===== config.mk =====
export PLATFORM = sky130hd
export DESIGN_NAME = agc_gain_ctrl
export DESIGN_NICKNAME = d
export VERILOG_FILES = /design/src/rtl/agc_gain_ctrl.sv
export SDC_FILE = /design/constraint.sdc
export NUM_CORES = 1
export LEC_CHECK = 0
export BUFFER_PORTS_ARGS = -buffer_cell sky130_fd_sc_hd__buf_4
export CORE_ASPECT_RATIO = 1.75
export CORE_MARGIN = 3
export CORE_UTILIZATION = 62
export CTS_CLUSTER_SIZE = 16
export DETAILED_ROUTE_END_ITERATION = 8
export PLACE_DENSITY = 0.85
export SYNTH_ARGS = -nofsm -noshare
export SYNTH_HDL_FRONTEND = slang
export SYNTH_SLANG_ARGS = --single-unit

===== constraint.sdc =====
create_clock -name CLK -period 4.15 [get_ports CLK]
set_clock_uncertainty 0.1 [all_clocks]
set_input_delay 0.83 -clock CLK [delete_from_list [all_inputs] [get_ports CLK]]
set_output_delay 0.83 -clock CLK [all_outputs]
set_load 0.01 [all_outputs]

===== src/rtl/agc_gain_ctrl.sv =====
// agc_gain_ctrl: auto-gain control loop placed after the luma clipper.
//   It averages the clipper's PRODUCT stream over 2^WINDOW_LOG2 valid samples.
//   Then it moves GAIN one step toward TARGET, with a dead band of +/-HYST.
//   After each gain change it discards SETTLE_CNT valid samples, because those
//   samples were produced with the old gain.
//
// Optional feature macro: AGC_FREEZE_EN
//   When defined, a FREEZE input is added. FREEZE=1 during DECIDE holds GAIN
//   and skips SETTLE. AVG and WINDOW_DONE still update as usual.
//
// Ports:
//   CLK            in   1   rising-edge clock
//   RST            in   1   synchronous reset, active-high
//   PRODUCT_VALID  in   1   PRODUCT carries a valid sample this cycle
//   PRODUCT        in  12   clipped luma*gain sample
//   GAIN           out  4   current gain, fed back to the clipper
//   AVG            out 12   average of the last completed window
//   WINDOW_DONE    out  1   one-cycle pulse after every window
//   GAIN_UPDATE    out  1   one-cycle pulse when GAIN changed
//   FREEZE         in   1   (AGC_FREEZE_EN only) hold GAIN at the next decision
module agc_gain_ctrl #(
  parameter int          WINDOW_LOG2 = 4,
  parameter logic [11:0] TARGET      = 12'd240,
  parameter logic [11:0] HYST        = 12'd16,
  parameter logic [3:0]  GAIN_INIT   = 4'd1,
  parameter int          SETTLE_CNT  = 2
) (
  input  logic        CLK,
  input  logic        RST,
  input  logic        PRODUCT_VALID,
  input  logic [11:0] PRODUCT,
  output logic [3:0]  GAIN,
  output logic [11:0] AVG,
  output logic        WINDOW_DONE,
  output logic        GAIN_UPDATE
`ifdef AGC_FREEZE_EN
  ,
  input  logic        FREEZE
`endif
);

  localparam int ACC_W = 12 + WINDOW_LOG2;
  localparam int CNT_W = WINDOW_LOG2 + 1;
  localparam logic [CNT_W-1:0] LAST_CNT  = CNT_W'((1 << WINDOW_LOG2) - 1);
  localparam logic [3:0]       SETTLE_LD = 4'(SETTLE_CNT);

  function automatic logic [11:0] sat_sub12(input logic [11:0] a, input logic [11:0] b);
    return (a >= b) ? (a - b) : 12'd0;
  endfunction

  function automatic logic [11:0] sat_add12(input logic [11:0] a, input logic [11:0] b);
    logic [12:0] s;
    s = {1'b0, a} + {1'b0, b};
    return s[12] ? 12'hFFF : s[11:0];
  endfunction

  localparam logic [11:0] THR_LO = sat_sub12(TARGET, HYST);
  localparam logic [11:0] THR_HI = sat_add12(TARGET, HYST);

  typedef enum logic [1:0] {S_ACCUM, S_DECIDE, S_SETTLE} state_t;

  state_t             r_state;
  state_t             w_next;
  logic [ACC_W-1:0]   r_acc;
  logic [CNT_W-1:0]   r_cnt;
  logic [3:0]         r_settle;
  logic [3:0]         r_gain;
  logic [11:0]        r_avg;
  logic               r_wd;
  logic               r_gu;
  logic [11:0]        w_avg;
  logic               w_freeze;
  logic               w_up;
  logic               w_dn;

`ifdef AGC_FREEZE_EN
  assign w_freeze = FREEZE;
`else
  assign w_freeze = 1'b0;
`endif

  // A truncating divide by the window length is simply the top 12 bits.
  assign w_avg = r_acc[ACC_W-1:WINDOW_LOG2];
  // avg equal to THR_LO or THR_HI is inside the dead band.
  assign w_up  = (w_avg < THR_LO) && (r_gain != 4'd15) && !w_freeze;
  assign w_dn  = (w_avg > THR_HI) && (r_gain != 4'd0)  && !w_freeze;

  always_ff @(posedge CLK) begin
    if (RST) r_state <= S_ACCUM;
    else     r_state <= w_next;
  end

  always_comb begin
    w_next = r_state;
    case (r_state)
      S_ACCUM:  if (PRODUCT_VALID && (r_cnt == LAST_CNT)) w_next = S_DECIDE;
      S_DECIDE: w_next = ((w_up || w_dn) && (SETTLE_LD != 4'd0)) ? S_SETTLE : S_ACCUM;
      // r_settle is at least 1 on entry, so the sample seen at 1 is the last discard.
      S_SETTLE: if (PRODUCT_VALID && (r_settle == 4'd1)) w_next = S_ACCUM;
      default:  w_next = S_ACCUM;
    endcase
  end

  always_ff @(posedge CLK) begin
    if (RST) begin
      r_acc    <= '0;
      r_cnt    <= '0;
      r_settle <= 4'd0;
      r_gain   <= GAIN_INIT;
      r_avg    <= 12'd0;
      r_wd     <= 1'b0;
      r_gu     <= 1'b0;
    end else begin
      r_wd <= 1'b0;
      r_gu <= 1'b0;
      case (r_state)
        S_ACCUM: begin
          if (PRODUCT_VALID) begin
            r_acc <= r_acc + ACC_W'(PRODUCT);
            r_cnt <= r_cnt + CNT_W'(1);
          end
        end
        S_DECIDE: begin
          // Any sample presented in this cycle is dropped.
          r_avg    <= w_avg;
          r_wd     <= 1'b1;
          r_acc    <= '0;
          r_cnt    <= '0;
          r_settle <= SETTLE_LD;
          if (w_up) begin
            r_gain <= r_gain + 4'd1;
            r_gu   <= 1'b1;
          end else if (w_dn) begin
            r_gain <= r_gain - 4'd1;
            r_gu   <= 1'b1;
          end
        end
        S_SETTLE: begin
          if (PRODUCT_VALID) r_settle <= r_settle - 4'd1;
        end
        default: ;
      endcase
    end
  end

  assign GAIN        = r_gain;
  assign AVG         = r_avg;
  assign WINDOW_DONE = r_wd;
  assign GAIN_UPDATE = r_gu;

endmodule


==> qor.csv, run 1 <==
stage;metric;value;unit
synth;syn-num-nets;354;
die;io_pins;33;
sta;finalHoldViolCount;0;
run_status;outcome;finished clean;
synth;syn_area_per_cell;8.24;µm²
setup_path;worstSetupPathType;input port to flip-flop;
setup_path;reg2regPathDepth;5;
layout;fillers;317;
hold_path;hp-class;flip-flop to flip-flop;
die;dieArea;0.00509;mm²
grt;grt-busiest-layer;met2;
grt;gr-total-overflow;0;
grt;grt_max_degree;40;
cts;cts_resized;0;
setup_path;worstPathMaxFanout;5;
detailed_routing;viasPerCell;6.36;
layout;antenna_cells;0;
sta;tns;0;ps
setup_path;end_kind;flip-flop;
pwr;power_leakage;1.21;nW
run;drv_cap;0;
synth;yosys.area_share.simple;24.7;%
layout;nets;380;
cts;path_clk_slew;80;ps
grt;grt.met3_usage;3.24;%
sta;finalCritPeriodShare;61.6;%
setup_path;worst_path_max_delay_cell;fa_1;
sta;rsz0062_at_grt;no;
detailed_routing;drc;0;
synth;synthAdderAreaFrac;10.1;%
detailed_routing;routedWlPerCell;15.5;µm
placement;dp_hpwl;4.50;mm
setup_path;crit_required;4240;ps
cts;cts_root_buf;clkbuf_8;
die;core_region_area;0.00398;mm²
synth;synthDistinctLibCells;59;
die;initial_utilization;66.0;%
cts;clk_latency;300;ps
synth;yosysMostFrequentCell;dfxtp_1;
cts;cts_hold_buffers;0;
die;die_height;92.1;µm
synth;synth_xor_xnor_area_share;2.33;%
layout;final_area;0.00295;mm²
synth;synth-edff-count;0;
die;placementRows;30;
layout;drive_above_1_share;14.5;%
grt;met1_usage;27.4;%
cts;cts_setup_buffers;0;
hold_path;hold_path_depth;2;
grt;grt_pass1_vias;2404;
cts;cts_tree;built;
detailed_routing;num_vias;2492;
synth;synth_top_family_by_area;simple AND/OR/NAND/NOR gates;
setup_path;arrival;2650;ps
sta;worst_pin_slew;677;ps
cts;numCtsBuffers;5;
placement;place_congestion;0.841;
detailed_routing;wirelength;6.10;mm
cts;htreeDepth;2;
placement;dpl.cell_count;386;
synth;synthArstFlopShare;0;%
synth;synth_warnings;0;
synth;synthTopCellsByCount;dfxtp_1, nand2_1, nor2_1;
layout;area_growth;12.2;%
cts;cts_sinks;45;
grt;grt_antenna_before_repair;0;
setup_path;max_stage_delay;400;ps
synth;synth_top_cell_area_share;34.3;%
sta;slew_violations;0;
detailed_routing;drtIter0Drc;78;
pwr;vdd_drop_max;259;µV
synth;netlist_area;0.00263;mm²
cts;cts_buffer_depth;2;
synth;synthCells;319;
grt;grt_first_pass_wirelength;10.3;mm
grt;grt_usage;24.3;%
sta;fmax;391;MHz
synth;netlist.top_cell.by_area;dfxtp_1;
die;die_w;55.2;µm
pwr;power_density;368;mW/mm²
detailed_routing;firstDrtPassIters;4;
synth;synthTopCellsByArea;dfxtp_1, ha_1, nand2_1;
placement;port_buffers;32;
layout;instances_no_fill;392;
setup_path;crit_chain;buf_4 -> ha_1 -> inv_1 -> fa_1 -> nor2b_1 -> o2111ai_1 -> a21oi_1 -> o21ai_0 -> a32o_1;
grt;use_met2;45.1;%
synth;ys_seq_area_share;34.3;%
synth;synth-seq-cells;45;
detailed_routing;ant_nets;0;
synth;synth_ff_type;dfxtp_1;
pwr;p_total;1.09;mW
placement;dpl_cell_area;0.00288;mm²
synth;synth.mux.area_fraction;0.762;%
sta;slew_headroom;54.9;%
synth;synth_compound_area_share;24.4;%
sta;setup_viol;0;
setup_path;crit_path_start_kind;input port;
sta;period_needed;2560;ps
state kept, by name (all words and copies together) (netlist names):
| register | count |
|---|---|
| AVG | 12 |
| GAIN | 4 |
| GAIN_UPDATE | 1 |
| WINDOW_DONE | 1 |
| r_acc | 16 |
| r_cnt | 5 |
| r_settle | 4 |
| r_state | 2 |
per-layer routing:
metal / wire length, µm / vias to the layer above
met1: 2410 / 1171
li1: - / 1232
met4: 116 / 0
met2: 3260 / 78
met5: 0 / -
met3: 308 / 11
cells in the final DEF, fill, tap and decap left out, drive strengths merged, types with 4 or more instances in the layout:
master   count
dfxtp       45
buf         32
a21o         6
a21oi       25
nor2        31
o21ai       13
ha          18
clkbuf       5
a31oi        5
and3         4
nand2       44
o211ai       7
nor4         6
a22oi        5
o2111ai      6
inv         10
or3          6
xnor2        5
a32oi        4
nand3       14
through the flow:
step	utilization [%]	setup slack (ps)	hold slack, ps
floorplan	-	1630	354
global placement	72.3	1390	343
detailed placement	72.3	1300	347
CTS	74.1	1610	358
global route	74.1	1450	391
finish	74.1	1590	356
logic make-up (layout without fill, tap and decap cells):
family,after synthesis,after routing
DFF,45,45
and+or+nand+nor,130,130
adders and majority gates,20,20
xor gates and xnor gates,7,7
muxes,2,2
buffers and inverters,23,48
AOI/OAI and AO/OA,92,92
layout make-up:
| class | instances | area [µm²] | share of cell area (%) |
|---|---|---|---|
| Inverter | 10 | 37.5 | 1.27 |
| Timing Repair Buffer | 32 | 240 | 8.15 |
| Tap cell | 48 | 60.1 | 2.04 |
| Sequential cell | 45 | 901 | 30.5 |
| Multi-Input combinational cell | 251 | 1640 | 55.5 |
| Clock buffer | 5 | 68.8 | 2.33 |
| Clock inverter | 1 | 5.00 | 0.170 |
power by group:
part	internal (mW)	switching, mW	total (mW)
Combinational	0.144	0.185	0.329
Sequential	0.458	0.0462	0.504
Clock	0.111	0.142	0.253
final timing paths:
path / start / to / slack, ps
worst min register to register: AVG[11] / AVG[11] / 360
worst min-delay path: AVG[11] / AVG[11] / 360
worst max register to register: r_state[1] / r_acc[14] / 1830
worst max-delay path: PRODUCT[0] / r_acc[8] / 1590
critical path, delay by kind of cell:
family | cells | cell delay, ps
AO/OA/AOI/OAI | 4 | 940
AND/OR/NAND/NOR | 1 | 180
adder cells (fa/ha/maj) | 2 | 560
buffers and inverters | 2 | 140
Note: power is estimated with default switching activity, not from simulation.
==> run 2, diff against run 1 <==
Settings changed: CORE_UTILIZATION 62 to 52, PLACE_DENSITY 0.85 to 0.76.
Clock period 4.15 ns to 2.15 ns, I/O delays scaled along.
==> run 2 against run 1 <==
  * Count of clock-buffer cells in the layout up 2
  * Worst hold slack better by 3.2 ps
  * Final area up 9.6%
==> qor.csv, run 2 (synthesis gave the netlist of run 1 again) <==
stage;metric;value;unit
layout;regMostFlops;r_acc;
cts;cts_setup_buffers;0;
cts;cts_tree;built;
sta;setup_viol;0;
sta;period_needed;2030;ps
cts;htreeDepth;2;
sta;holdWs;359;ps
grt;grt_max_degree;26;
detailed_routing;ant_nets;0;
pwr;power_leakage;1.37;nW
layout;largest_register_ffs;16;
setup_path;worstPathMaxFanout;3;
placement;dp_slack;-138;ps
sta;fmax;493;MHz
placement;place_congestion;0.820;
detailed_routing;drc;0;
hold_path;whs_endpoint;AVG[8];
run_status;outcome;finished clean;
pwr;power_density;704;mW/mm²
die;die_height;100;µm
layout;antenna_cells;0;
placement;port_buffers;32;
setup_path;r2r_slack;120;ps
grt;grt.met3_usage;3.09;%
die;dieArea;0.00598;mm²
setup_path;r2r_start;r_acc[0];
hold_path;hp-class;flip-flop to flip-flop;
setup_path;arrival;2110;ps
layout;layout_commonest_cell;buf_4;
setup_path;worstSetupPathType;flip-flop to flip-flop;
setup_path;end_kind;flip-flop;
cts;cts_buffer_depth;2;
die;placementRows;33;
detailed_routing;viasPerCell;6.05;
run;drv_cap;0;
hold_path;hold_path_depth;2;
cts;cts_hold_buffers;0;
layout;nets;411;
sta;finalHoldViolCount;0;
cts;cts_root_buf;clkbuf_8;
layout;drive_above_1_share;23.9;%
setup_path;r2r_end;r_acc[10];
die;die_w;59.7;µm
setup_path;reg2regPathDepth;8;
cts;clk_latency;290;ps
detailed_routing;firstDrtPassIters;4;
setup_path;crit_path_start_kind;flip-flop;
grt;grt_first_pass_wirelength;10.8;mm
layout;area_growth;23.0;%
pwr;vdd_drop_max;604;µV
cts;numCtsBuffers;5;
cts;cts_sinks;45;
grt;gr-total-overflow;0;
grt;met1_usage;26.3;%
setup_path;crit_required;2230;ps
layout;final_cell_mix;buf_4, nand2_1, dfxtp_1;
detailed_routing;num_vias;2594;
grt;grt_usage;22.9;%
sta;slew_headroom;67.1;%
sta;finalCritPeriodShare;94.3;%
die;io_pins;33;
detailed_routing;drtIter0Drc;73;
layout;fillers;422;
sta;layout_setup_ws;122;ps
sta;worst_pin_slew;492;ps
detailed_routing;routedWlPerCell;15.2;µm
hold_path;hp-start;AVG[8];
grt;grt_pass1_vias;2478;
sta;slew_violations;0;
detailed_routing;wirelength;6.53;mm
die;core_region_area;0.00479;mm²
grt;grt_antenna_before_repair;0;
grt;grt-busiest-layer;met2;
die;initial_utilization;54.9;%
placement;dp_hpwl;4.89;mm
cts;path_clk_slew;80;ps
grt;use_met2;41.0;%
run 2: cell types whose count changed in the layout (fill, tap and decap cells not counted), moves of 2 or more:
cell / previous run / this run
buf_4: 32 / 63
clkbuf_1: 0 / 2
dfxtp_1: 45 / 43
dfxtp_2: 0 / 2
o2111ai_1: 6 / 4
o2111ai_2: 0 / 2
run 2: how the worst max path moves through the flow:
stage               depth (start not counted)  slack [ps]        from   endpoint
global route                                8         -20    r_acc[0]  r_acc[12]
CTS                                         8          30    r_acc[0]   r_acc[8]
floorplan                                   8          30  PRODUCT[0]   r_acc[8]
global placement                            9         -90  PRODUCT[0]   r_acc[8]
finish                                      8         120    r_acc[0]  r_acc[10]
detailed placement                          9        -140  PRODUCT[0]   r_acc[8]
run 2: stage by stage:
stage	utilization [%]	std cells	power (mW)	instance area, µm²	setup TNS [ps]
after detailed placement	65.0	421	1.74	3110	-621
final	67.5	429	2.27	3230	0
after global routing	67.5	429	2.40	3230	-17.5
after CTS	66.7	429	2.25	3200	0
after global placement	65.0	421	1.72	3110	-415
after floorplan	-	319	1.48	2630	0
run 2: worst max-delay path: stages, from the launching register on:
cell,delay (ps)
dfxtp_2,330
ha_1,150
inv_1,60
fa_2,340
nor2b_2,180
o2111ai_2,160
and4bb_2,310
o2111ai_1,200
nand3_1,90
run 2: report_power, final:
| part | internal, mW | leakage, nW | switching (mW) |
|---|---|---|---|
| Combinational | 0.386 | 0.962 | 0.443 |
| Clock | 0.230 | 0.0385 | 0.281 |
| Sequential | 0.885 | 0.366 | 0.0485 |
run 2: per-layer routing:
metal	vias up	share of wire [%]	wire, µm
li1	1299	-	-
met1	1214	40	2630
met2	71	54	3520
met3	10	4.1	266
met4	0	1.7	112
met5	-	0	0
run 2: layout make-up:
cell class                      count  area [µm²]  area share, %
Multi-Input combinational cell    251        1670           51.6
Sequential cell                    45         903           28.0
Timing Repair Buffer               63         473           14.6
Clock buffer                        7        76.3           2.36
Tap cell                           52        65.1           2.01
Inverter                           10        37.5           1.16
Clock inverter                      1        7.51          0.232
run 2: timing repair:
| item | in CTS | in global routing |
|---|---|---|
| gates resized for setup | 0 | 9 |
| hold endpoints to repair | 0 | 0 |
| endpoints found under the setup margin | 0 | 6 |
